`config.mk`:
```
export PLATFORM = sky130hd
export DESIGN_NAME = uart_rx_flat
export DESIGN_NICKNAME = d
export VERILOG_FILES = /design/src/rtl/uart_rx_pkg.sv /design/src/rtl/uart_rx_if.sv /design/src/rtl/uart_rx_baud_tick.sv /design/src/rtl/uart_rx.sv /design/src/flat_wrapper.sv
export SDC_FILE = /design/constraint.sdc
export NUM_CORES = 1
export LEC_CHECK = 0
export ABC_AREA = 1
export BUFFER_PORTS_ARGS = -buffer_cell sky130_fd_sc_hd__buf_2
export CORE_AREA = 5 5 94 96
export CTS_BUF_LIST = sky130_fd_sc_hd__clkbuf_8 sky130_fd_sc_hd__clkbuf_16
export CTS_CLUSTER_DIAMETER = 150
export DETAILED_ROUTE_END_ITERATION = 8
export DIE_AREA = 0 0 99 101
export SYNTH_ARGS = -nofsm -noshare
export SYNTH_HDL_FRONTEND = slang
export SYNTH_SLANG_ARGS = --single-unit
```
`constraint.sdc`:
```
create_clock -name clk -period 2.2 [get_ports clk]
set_input_delay 0.11 -clock clk [delete_from_list [all_inputs] [get_ports clk]]
set_output_delay 0.11 -clock clk [all_outputs]
set_load 0.1 [all_outputs]
```
`src/rtl/uart_rx_pkg.sv`:
```
// uart_pkg: shared types and constants for the UART receive path.
//   uart_rx_state_t    receiver FSM state encoding
//   UART_OVERSAMPLE    ticks per bit (16x oversampling)
//   UART_DATA_BITS     data bits per frame (8N1)
//   UART_SAMPLE_PHASE  tick phase used as the mid-bit sample point
//   UART_MAJ_FIRST     first of the three phases used by majority voting
package uart_pkg;

    typedef enum logic [2:0] {
        IDLE,
        START,
        DATA,
        STOP,
        WAIT_IDLE
    } uart_rx_state_t;

    localparam int UART_OVERSAMPLE   = 16;
    localparam int UART_DATA_BITS    = 8;
    localparam int UART_SAMPLE_PHASE = 8;
    localparam int UART_MAJ_FIRST    = 7;

endpackage

```
`src/rtl/uart_rx_if.sv`:
```
// uart_rx_if: byte handshake between the UART receiver and its consumer.
//   data_out     received byte, stable while data_valid is high
//   data_valid   byte available, held until accepted
//   data_ready   consumer accepts when data_valid and data_ready are both high
//   framing_err  one-cycle pulse on a low stop bit
//   overrun      one-cycle pulse when a byte is dropped because data_valid is still set
// Modports: master = receiver side, slave = consumer side.
interface uart_rx_if;
    logic [7:0] data_out;
    logic       data_valid;
    logic       data_ready;
    logic       framing_err;
    logic       overrun;

    modport master (
        output data_out,
        output data_valid,
        output framing_err,
        output overrun,
        input  data_ready
    );

    modport slave (
        input  data_out,
        input  data_valid,
        input  framing_err,
        input  overrun,
        output data_ready
    );
endinterface

```
`src/rtl/uart_rx_baud_tick.sv`:
```
// uart_baud_tick: prescaler producing a one-cycle tick every divisor clk cycles.
//   clk    system clock
//   rst    synchronous, active-low reset
//   clear  restarts the count from 0 (no tick in the clearing cycle)
//   tick   high for one cycle when the count is at divisor-1
module uart_baud_tick #(
    parameter int divisor = 325
) (
    input  logic clk,
    input  logic rst,
    input  logic clear,
    output logic tick
);
    localparam int W = (divisor > 1) ? $clog2(divisor) : 1;
    localparam logic [W-1:0] TERMINAL = W'(divisor - 1);

    logic [W-1:0] count_reg;

    assign tick = (count_reg == TERMINAL) && !clear;

    always_ff @(posedge clk) begin
        if (!rst) begin
            count_reg <= '0;
        end else if (clear || count_reg == TERMINAL) begin
            count_reg <= '0;
        end else begin
            count_reg <= count_reg + 1'b1;
        end
    end
endmodule

```
`src/rtl/uart_rx.sv`:
```
// uart_rx: 8N1 serial receiver with 16x oversampling, mid-bit sampling,
// false-start rejection and framing/overrun detection.
//   clk   system clock
//   rst   synchronous, active-low reset
//   rx    asynchronous serial input, idle high
//   bus   uart_rx_if.master: data_out/data_valid/data_ready handshake,
//         framing_err and overrun pulses
// Optional macro UART_RX_MAJORITY_EN: when defined, each bit is the 2-of-3
// majority of the samples at phases 7, 8 and 9 (decision at phase 9);
// otherwise a single sample is taken at phase 8.
module uart_rx
    import uart_pkg::*;
#(
    parameter int clks_per_bit = 5200
) (
    input  logic         clk,
    input  logic         rst,
    input  logic         rx,
    uart_rx_if.master    bus
);
    localparam int TICK_DIV = clks_per_bit / UART_OVERSAMPLE;

    // Synchronizer and edge detector
    logic sync1_reg, sync2_reg, sync3_reg;

    always_ff @(posedge clk) begin
        if (!rst) begin
            sync1_reg <= 1'b1;
            sync2_reg <= 1'b1;
            sync3_reg <= 1'b1;
        end else begin
            sync1_reg <= rx;
            sync2_reg <= sync1_reg;
            sync3_reg <= sync2_reg;
        end
    end

    // The synchronizer reloads with 1s on reset, so releasing reset while the
    // pin is low would look like a falling edge. Edge detection stays disarmed
    // until the pin itself has been seen high after reset.
    logic rel_reg;
    logic armed_reg;
    logic fall;

    assign fall = armed_reg && sync3_reg && !sync2_reg;

    // Prescaler and bit-phase counter
    uart_rx_state_t state_reg;
    logic           tick;
    logic           clear;
    logic [3:0]     phase_reg;

    assign clear = (state_reg == IDLE) && fall;

    uart_baud_tick #(
        .divisor(TICK_DIV)
    ) u_baud_tick (
        .clk  (clk),
        .rst  (rst),
        .clear(clear),
        .tick (tick)
    );

    always_ff @(posedge clk) begin
        if (!rst || clear) begin
            phase_reg <= '0;
        end else if (tick) begin
            phase_reg <= phase_reg + 4'd1;
        end
    end

    // Bit decision
    logic sample_en;
    logic bit_val;

`ifdef UART_RX_MAJORITY_EN
    logic s7_reg, s8_reg;

    always_ff @(posedge clk) begin
        if (!rst) begin
            s7_reg <= 1'b1;
            s8_reg <= 1'b1;
        end else if (tick) begin
            if (phase_reg == 4'(UART_MAJ_FIRST))     s7_reg <= sync2_reg;
            if (phase_reg == 4'(UART_MAJ_FIRST + 1)) s8_reg <= sync2_reg;
        end
    end

    assign sample_en = tick && (phase_reg == 4'(UART_MAJ_FIRST + 2));
    assign bit_val   = (s7_reg & s8_reg) | (s7_reg & sync2_reg) | (s8_reg & sync2_reg);
`else
    assign sample_en = tick && (phase_reg == 4'(UART_SAMPLE_PHASE));
    assign bit_val   = sync2_reg;
`endif

    // Receiver FSM with registered outputs
    logic [2:0] bit_idx_reg;
    logic [7:0] shift_reg;
    logic [3:0] idle_cnt_reg;
    logic [7:0] data_out_reg;
    logic       data_valid_reg;
    logic       framing_err_reg;
    logic       overrun_reg;

    always_ff @(posedge clk) begin
        if (!rst) begin
            state_reg       <= IDLE;
            bit_idx_reg     <= '0;
            shift_reg       <= '0;
            idle_cnt_reg    <= '0;
            data_out_reg    <= '0;
            data_valid_reg  <= 1'b0;
            framing_err_reg <= 1'b0;
            overrun_reg     <= 1'b0;
            rel_reg         <= 1'b0;
            armed_reg       <= 1'b0;
        end else begin
            framing_err_reg <= 1'b0;
            overrun_reg     <= 1'b0;
            rel_reg         <= 1'b1;
            // sync1 reflects the pin only from the second cycle after release
            armed_reg       <= armed_reg | (rel_reg & sync1_reg);

            if (data_valid_reg && bus.data_ready) begin
                data_valid_reg <= 1'b0;
            end

            case (state_reg)
                IDLE: begin
                    if (fall) begin
                        state_reg <= START;
                    end
                end
                START: begin
                    if (sample_en) begin
                        if (!bit_val) begin
                            state_reg   <= DATA;
                            bit_idx_reg <= '0;
                        end else begin
                            state_reg <= IDLE;
                        end
                    end
                end
                DATA: begin
                    if (sample_en) begin
                        shift_reg[bit_idx_reg] <= bit_val;
                        if (bit_idx_reg == 3'(UART_DATA_BITS - 1)) begin
                            state_reg <= STOP;
                        end else begin
                            bit_idx_reg <= bit_idx_reg + 3'd1;
                        end
                    end
                end
                STOP: begin
                    if (sample_en) begin
                        if (bit_val) begin
                            // A byte accepted on this same edge frees the slot,
                            // so the new byte loads instead of overrunning.
                            if (!data_valid_reg || bus.data_ready) begin
                                data_out_reg   <= shift_reg;
                                data_valid_reg <= 1'b1;
                            end else begin
                                overrun_reg <= 1'b1;
                            end
                            state_reg <= IDLE;
                        end else begin
                            framing_err_reg <= 1'b1;
                            idle_cnt_reg    <= '0;
                            state_reg       <= WAIT_IDLE;
                        end
                    end
                end
                WAIT_IDLE: begin
                    // Line must stay high for 16 consecutive ticks (break recovery)
                    if (!sync2_reg) begin
                        idle_cnt_reg <= '0;
                    end else if (tick) begin
                        if (idle_cnt_reg == 4'(UART_OVERSAMPLE - 1)) begin
                            state_reg <= IDLE;
                        end else begin
                            idle_cnt_reg <= idle_cnt_reg + 4'd1;
                        end
                    end
                end
                default: state_reg <= IDLE;
            endcase
        end
    end

    assign bus.data_out    = data_out_reg;
    assign bus.data_valid  = data_valid_reg;
    assign bus.framing_err = framing_err_reg;
    assign bus.overrun     = overrun_reg;
endmodule
```
`src/flat_wrapper.sv`:
```
// flat-port wrapper written by rule: the top's interface ports become plain ports
module uart_rx_flat import uart_pkg::*;
#(
    parameter int clks_per_bit = 5200
)
  (clk, rst, rx, bus_data_out, bus_data_valid, bus_framing_err, bus_overrun, bus_data_ready);
  uart_rx_if bus_i ();
  input  logic clk;
  input  logic rst;
  input  logic rx;
  output wire logic [$bits(bus_i.data_out)-1:0] bus_data_out;
  output wire logic [$bits(bus_i.data_valid)-1:0] bus_data_valid;
  output wire logic [$bits(bus_i.framing_err)-1:0] bus_framing_err;
  output wire logic [$bits(bus_i.overrun)-1:0] bus_overrun;
  input wire logic [$bits(bus_i.data_ready)-1:0] bus_data_ready;
  assign bus_data_out = bus_i.data_out;
  assign bus_data_valid = bus_i.data_valid;
  assign bus_framing_err = bus_i.framing_err;
  assign bus_overrun = bus_i.overrun;
  assign bus_i.data_ready = bus_data_ready;
  uart_rx #(.clks_per_bit(clks_per_bit)) u_core (.clk(clk), .rst(rst), .rx(rx), .bus(bus_i));
endmodule
```
[Yosys cells after proc, flatten, opt, wreduce, memory -nomap -nowiden]
Cells that the tools add are included.
Widths: inputs -> output; s select.
Cells by class
  add/subtract/negate cells: 4
  $lt $le $gt $ge: 2
  equality and inequality tests: 21
  mux-type cells: 33
  bitwise gates (word level): 3
  reductions and logical operators: 25
Operators with widths (count)
  $mux 3: 13
  $mux 4: 5
  $ne 2x1->1 const B: 8
  $pmux 3 s5: 1
  $reduce_and 5->1: 2
  $add 9x1->9 const B: 1
  $eq 9x9->1 const B: 1
  $mux 1: 9
  $add 4x1->4 const B: 2
  $bwmux 8: 1
  $eq 4x4->1 const B: 2
  $pmux 4 s2: 1
  $reduce_and 4->1: 2
  $reduce_and 8->1: 1
  $logic_and 1x1->1: 7
  $eq 3x2->1 const B: 2
  $eq 3x3->1 const B: 2
  $ne 2x2->1 const B: 3
  $ne 3x3->1 const B: 2
  $pmux 3 s2: 1
  $logic_not 1->1: 4
  $lt 3x4->1 const B: 1
  $reduce_bool 2->1: 2
  $add 3x1->3 const B: 1
  other kinds (12): 14
Word-level totals
  register bits: 47
  input bits: 4

[Depth between registers and ports, before layout]
  depth after elaboration: 8
  mapped depth: 13
  gate-level depth less buffers: 12

[By module]
From an unflattened synthesis, not the netlist that was laid out.
Unflattened totals
  cells, all modules: 320
  area total of the unflattened synthesis: 2334.7 um^2
By module, submodules not included
  uart_rx: times used 1, cells an instance 251, area each 1814.2 um^2
  uart_baud_tick: times used 1, cells an instance 69, area each 520.5 um^2

[Worst setup path after synthesis]
Ideal clock, no wire load.
  kind: flip-flop to flip-flop
  start point: register u_core.data_valid_reg (netlist: u_core.bus.data_valid)
  end point: register u_core.data_out_reg[3] (netlist: u_core.bus.data_out[3])
  library setup time: 113 ps
  arrival time: 1607 ps
  data required time: 2087 ps
  slack: 480 ps
  stages on the path, launching flop included: 7
  path through: dfxtp_1 nand2_1 nand3_4 buf_6 nand2_1 nand2_1 nor2_1
Between the ends
  longest elaborated chain between the ends: 3
RTL lines
  start: declaration: RTL line uart_rx.sv:101  | logic data_valid_reg;
  start signal: assignment: RTL line uart_rx.sv:112  | data_valid_reg <= 1'b0;
  start signal: assignment: RTL line uart_rx.sv:125  | data_valid_reg <= 1'b0;
  start signal: assignment: RTL line uart_rx.sv:161  | data_valid_reg <= 1'b1;
  $logic_not 1->1: RTL line uart_rx.sv:159  | if (!data_valid_reg || bus.data_ready) begin
  $logic_or 1x1->1: RTL line uart_rx.sv:159
  $reduce_and 4->1 (no line)
  end signal: assignment: RTL line uart_rx.sv:160  | data_out_reg <= shift_reg;
  end: declaration: RTL line uart_rx.sv:100  | logic [7:0] data_out_reg;
Every way passes these cells.
A chain may end at the register's enable or synchronous reset.

[Worst setup path after layout]
  start point: register u_core.phase_reg[0]
  end point: register u_core.data_out_reg[4] (netlist: u_core.bus.data_out[4])
Between the ends
  longest elaborated chain between the ends: 3
RTL lines
  start: declaration: RTL line uart_rx.sv:51  | logic [3:0] phase_reg;
  start signal: assignment: RTL line uart_rx.sv:68  | phase_reg <= phase_reg + 4'd1;
  $eq 4x4->1: RTL line uart_rx.sv:92  | assign sample_en = tick && (phase_reg == 4'(UART_SAMPLE_PHASE));
  $logic_and 1x1->1: RTL line uart_rx.sv:92
  $reduce_and 4->1 (no line)
Every way passes these cells.

==> flow_summary.yaml <==
drt:
  totalWireLength_um: 4380
  drtPass1Iterations: 6
  final_antenna_net_count: 0
  via_per_inst: 4.37
  dr.first_iter.drc_count: 80
  vias: 1972
  drcViolationCount: 0
  post_drt_wl_per_cell_um: 9.72
synthesis:
  synth-edff-count: 0
  netlist.area_leader.share: 0.410
  yosys.area.top_type: "dfxtp_1"
  ys_seq_area_frac: 0.410
  syn_inst: 329
  syn_nets: 340
  async_flop_share: 0
  ys_types: 31
  synth.avg_cell_area_sq_um: 6.98
  syn_area_sq_mm: 0.00230
  ys_ff_latch: 47
  ys_warn_count: 0
  synth_area_leaders: "dfxtp_1 41%, nand2_1 12%, nor2_1 9.8%"
  synthFlopType: "dfxtp_1"
finish:
  largest_register_ffs: 9
  multi_input_area_sq_mm: 0.00115
  synthToLayoutAreaGrowth_pct: 11.8
  final_cell_mix: "74 x nand2_1, 60 x nor2_1, 47 x dfxtp_1"
  final_nets: 356
  final_cell_area_sq_mm: 0.00257
  seqCellArea_sq_um: 941
  fill_cells: 842
  antenna_cells: 0
  drive_gt1_frac: 0.147
  final_common_cell: "nand2_1"
floorplan:
  io_pins: 15
  rows: 33
  die-area_sq_mm: 0.0100
  die_h_um: 101
  core-area_sq_mm: 0.00797
  initial_core_util: 0.288
  fp.dieW_um: 99
worst_setup_path:
  critPathRequiredTime_ns: 2.41
  startpoint_type: "register"
  crit_arrival_ns: 1.89
  crit_path_max_fanout: 16
  endpoint_kind: "register"
  worstSetupPathType: "reg -> reg"
min_path:
  min_path_type: "in -> reg"
global_routing:
  grt_max_degree: 27
  antenna_found_initial: 0
  grt-ovfl-total: 0
  track_usage: 0.0914
  grt_pass1_vias: 1761
  grt_pass1_wl_um: 7530
sta:
  skew_ns: 0.0102
  rsz0062_at_grt: "no"
  min_period_over_period: 0.767
  tightest_slew_ns: 0.489
  final-setup-viol-count: 0
  period_minus_slack_ns: 1.69
  hold_violations: 0
  drv_slew: 0
  timing.fmax_mhz: 593
  finalSetupTns_ns: 0
  slew_headroom: 0.676
clock_tree:
  clkSlewWorstSetupHoldPaths_ns: 0.09
  cts_tree: "done"
  cts_buffer_depth: 2
  cts-root-buf: "clkbuf_8"
  clk_latency_ns: 0.31
  cts.sinks: 47
  numCtsBuffers: 5
  htreeDepth: 2
  cts-resized-gates: 0
placed_design:
  gp_congestion: 0.770
  dp_hpwl_um: 3110
  port_buffers: 14
  postPlaceCellArea_sq_mm: 0.00246
power:
  power.density_mw_per_mm2: 692
  leakage_nw: 1.16
  ir_drop_v: 0.000272
job:
  drv_cap: 0
run_status:
  outcome: "completed"
==> path summary, 6_finish.rpt <==
path                       startpoint                endpoint  slack [ns]  cells after the start
setup / recovery  u_core.phase_reg[0]  u_core.bus.data_out[4]        0.51                      9
setup reg to reg  u_core.phase_reg[0]  u_core.bus.data_out[4]        0.51                      9
hold reg to reg      u_core.sync1_reg          u_core.bit_val        0.46                      1
hold / removal                    rst     u_core.phase_reg[3]        0.10                      3
==> cell families (layout without fill, tap and decap cells) <==
logic type,after synthesis,count (layout),share of synthesized area
DFF,47,47,0.410
adders and majority gates,7,7,0.0381
and+or+nand+nor,189,189,0.377
buffers and inverters,50,67,0.0882
AOI/OAI and AO/OA,32,32,0.0714
xor gates and xnor gates,4,4,0.0153
==> area by class of cell <==
cell class / instances / share of cell area
repair buffers: 16 / 0.0341
clock buffers: 5 / 0.0268
clock inverters: 3 / 0.00926
well taps: 105 / 0.0512
inverters: 43 / 0.0629
multi-input cells: 232 / 0.449
flip-flops and latches: 47 / 0.366
==> per-stage QoR <==
step | util | power [mW] | setup slack, ns | hold slack, ns | cells
after floorplan | - | 1.19 | 0.480 | 0.138 | 329
after global placement | 0.309 | 1.24 | 0.534 | 0.304 | 442
after detailed placement | 0.309 | 1.25 | 0.521 | 0.302 | 442
after CTS | 0.322 | 1.80 | 0.488 | 0.0962 | 451
after global routing | 0.322 | 1.88 | 0.290 | 0.105 | 451
final | 0.322 | 1.78 | 0.514 | 0.105 | 451
==> synth_stat cells, types with 2 or more instances <==
cell type / count
nand2_1: 74
nor2_1: 60
dfxtp_1: 47
inv_1: 31
a21oi_1: 24
nand3_1: 23
inv_2: 11
ha_1: 7
nand4_1: 7
nor3_1: 6
o21ai_0: 5
nand2_2: 4
buf_2: 3
nor2_2: 3
nor2_4: 3
xor2_1: 3
nand2_4: 2
nor3b_1: 2
or2_2: 2
==> metal layers <==
metal / track usage / wire (um) / vias up
met3: 0.0235 / 148 / 6
met4: 0.0410 / 85 / 0
met1: 0.115 / 2230 / 878
met2: 0.147 / 1920 / 25
met5: 0 / 0 / -
li1: - / - / 1063
==> worst max-delay path: stages, from the launching register on <==
cell,delay (ns)
dfxtp_1,0.33
inv_1,0.12
ha_1,0.16
nand2_1,0.05
nor2_1,0.22
inv_2,0.10
nor2_8,0.20
nand3_4,0.20
nor2_1,0.15
nor2_1,0.06
==> what timing repair did <==
item	in CTS	in global routing
hold endpoints to repair	1	0
setup buffers	0	0
hold buffers	1	0
==> report_power, final <==
| group | switching, mW | total, mW | internal, mW |
|---|---|---|---|
| Sequential | 0.0535 | 0.945 | 0.892 |
| Clock | 0.315 | 0.543 | 0.228 |
| Combinational | 0.191 | 0.288 | 0.0973 |
| Total | 0.559 | 1.78 | 1.22 |
Power figures use the tool's default switching activity.
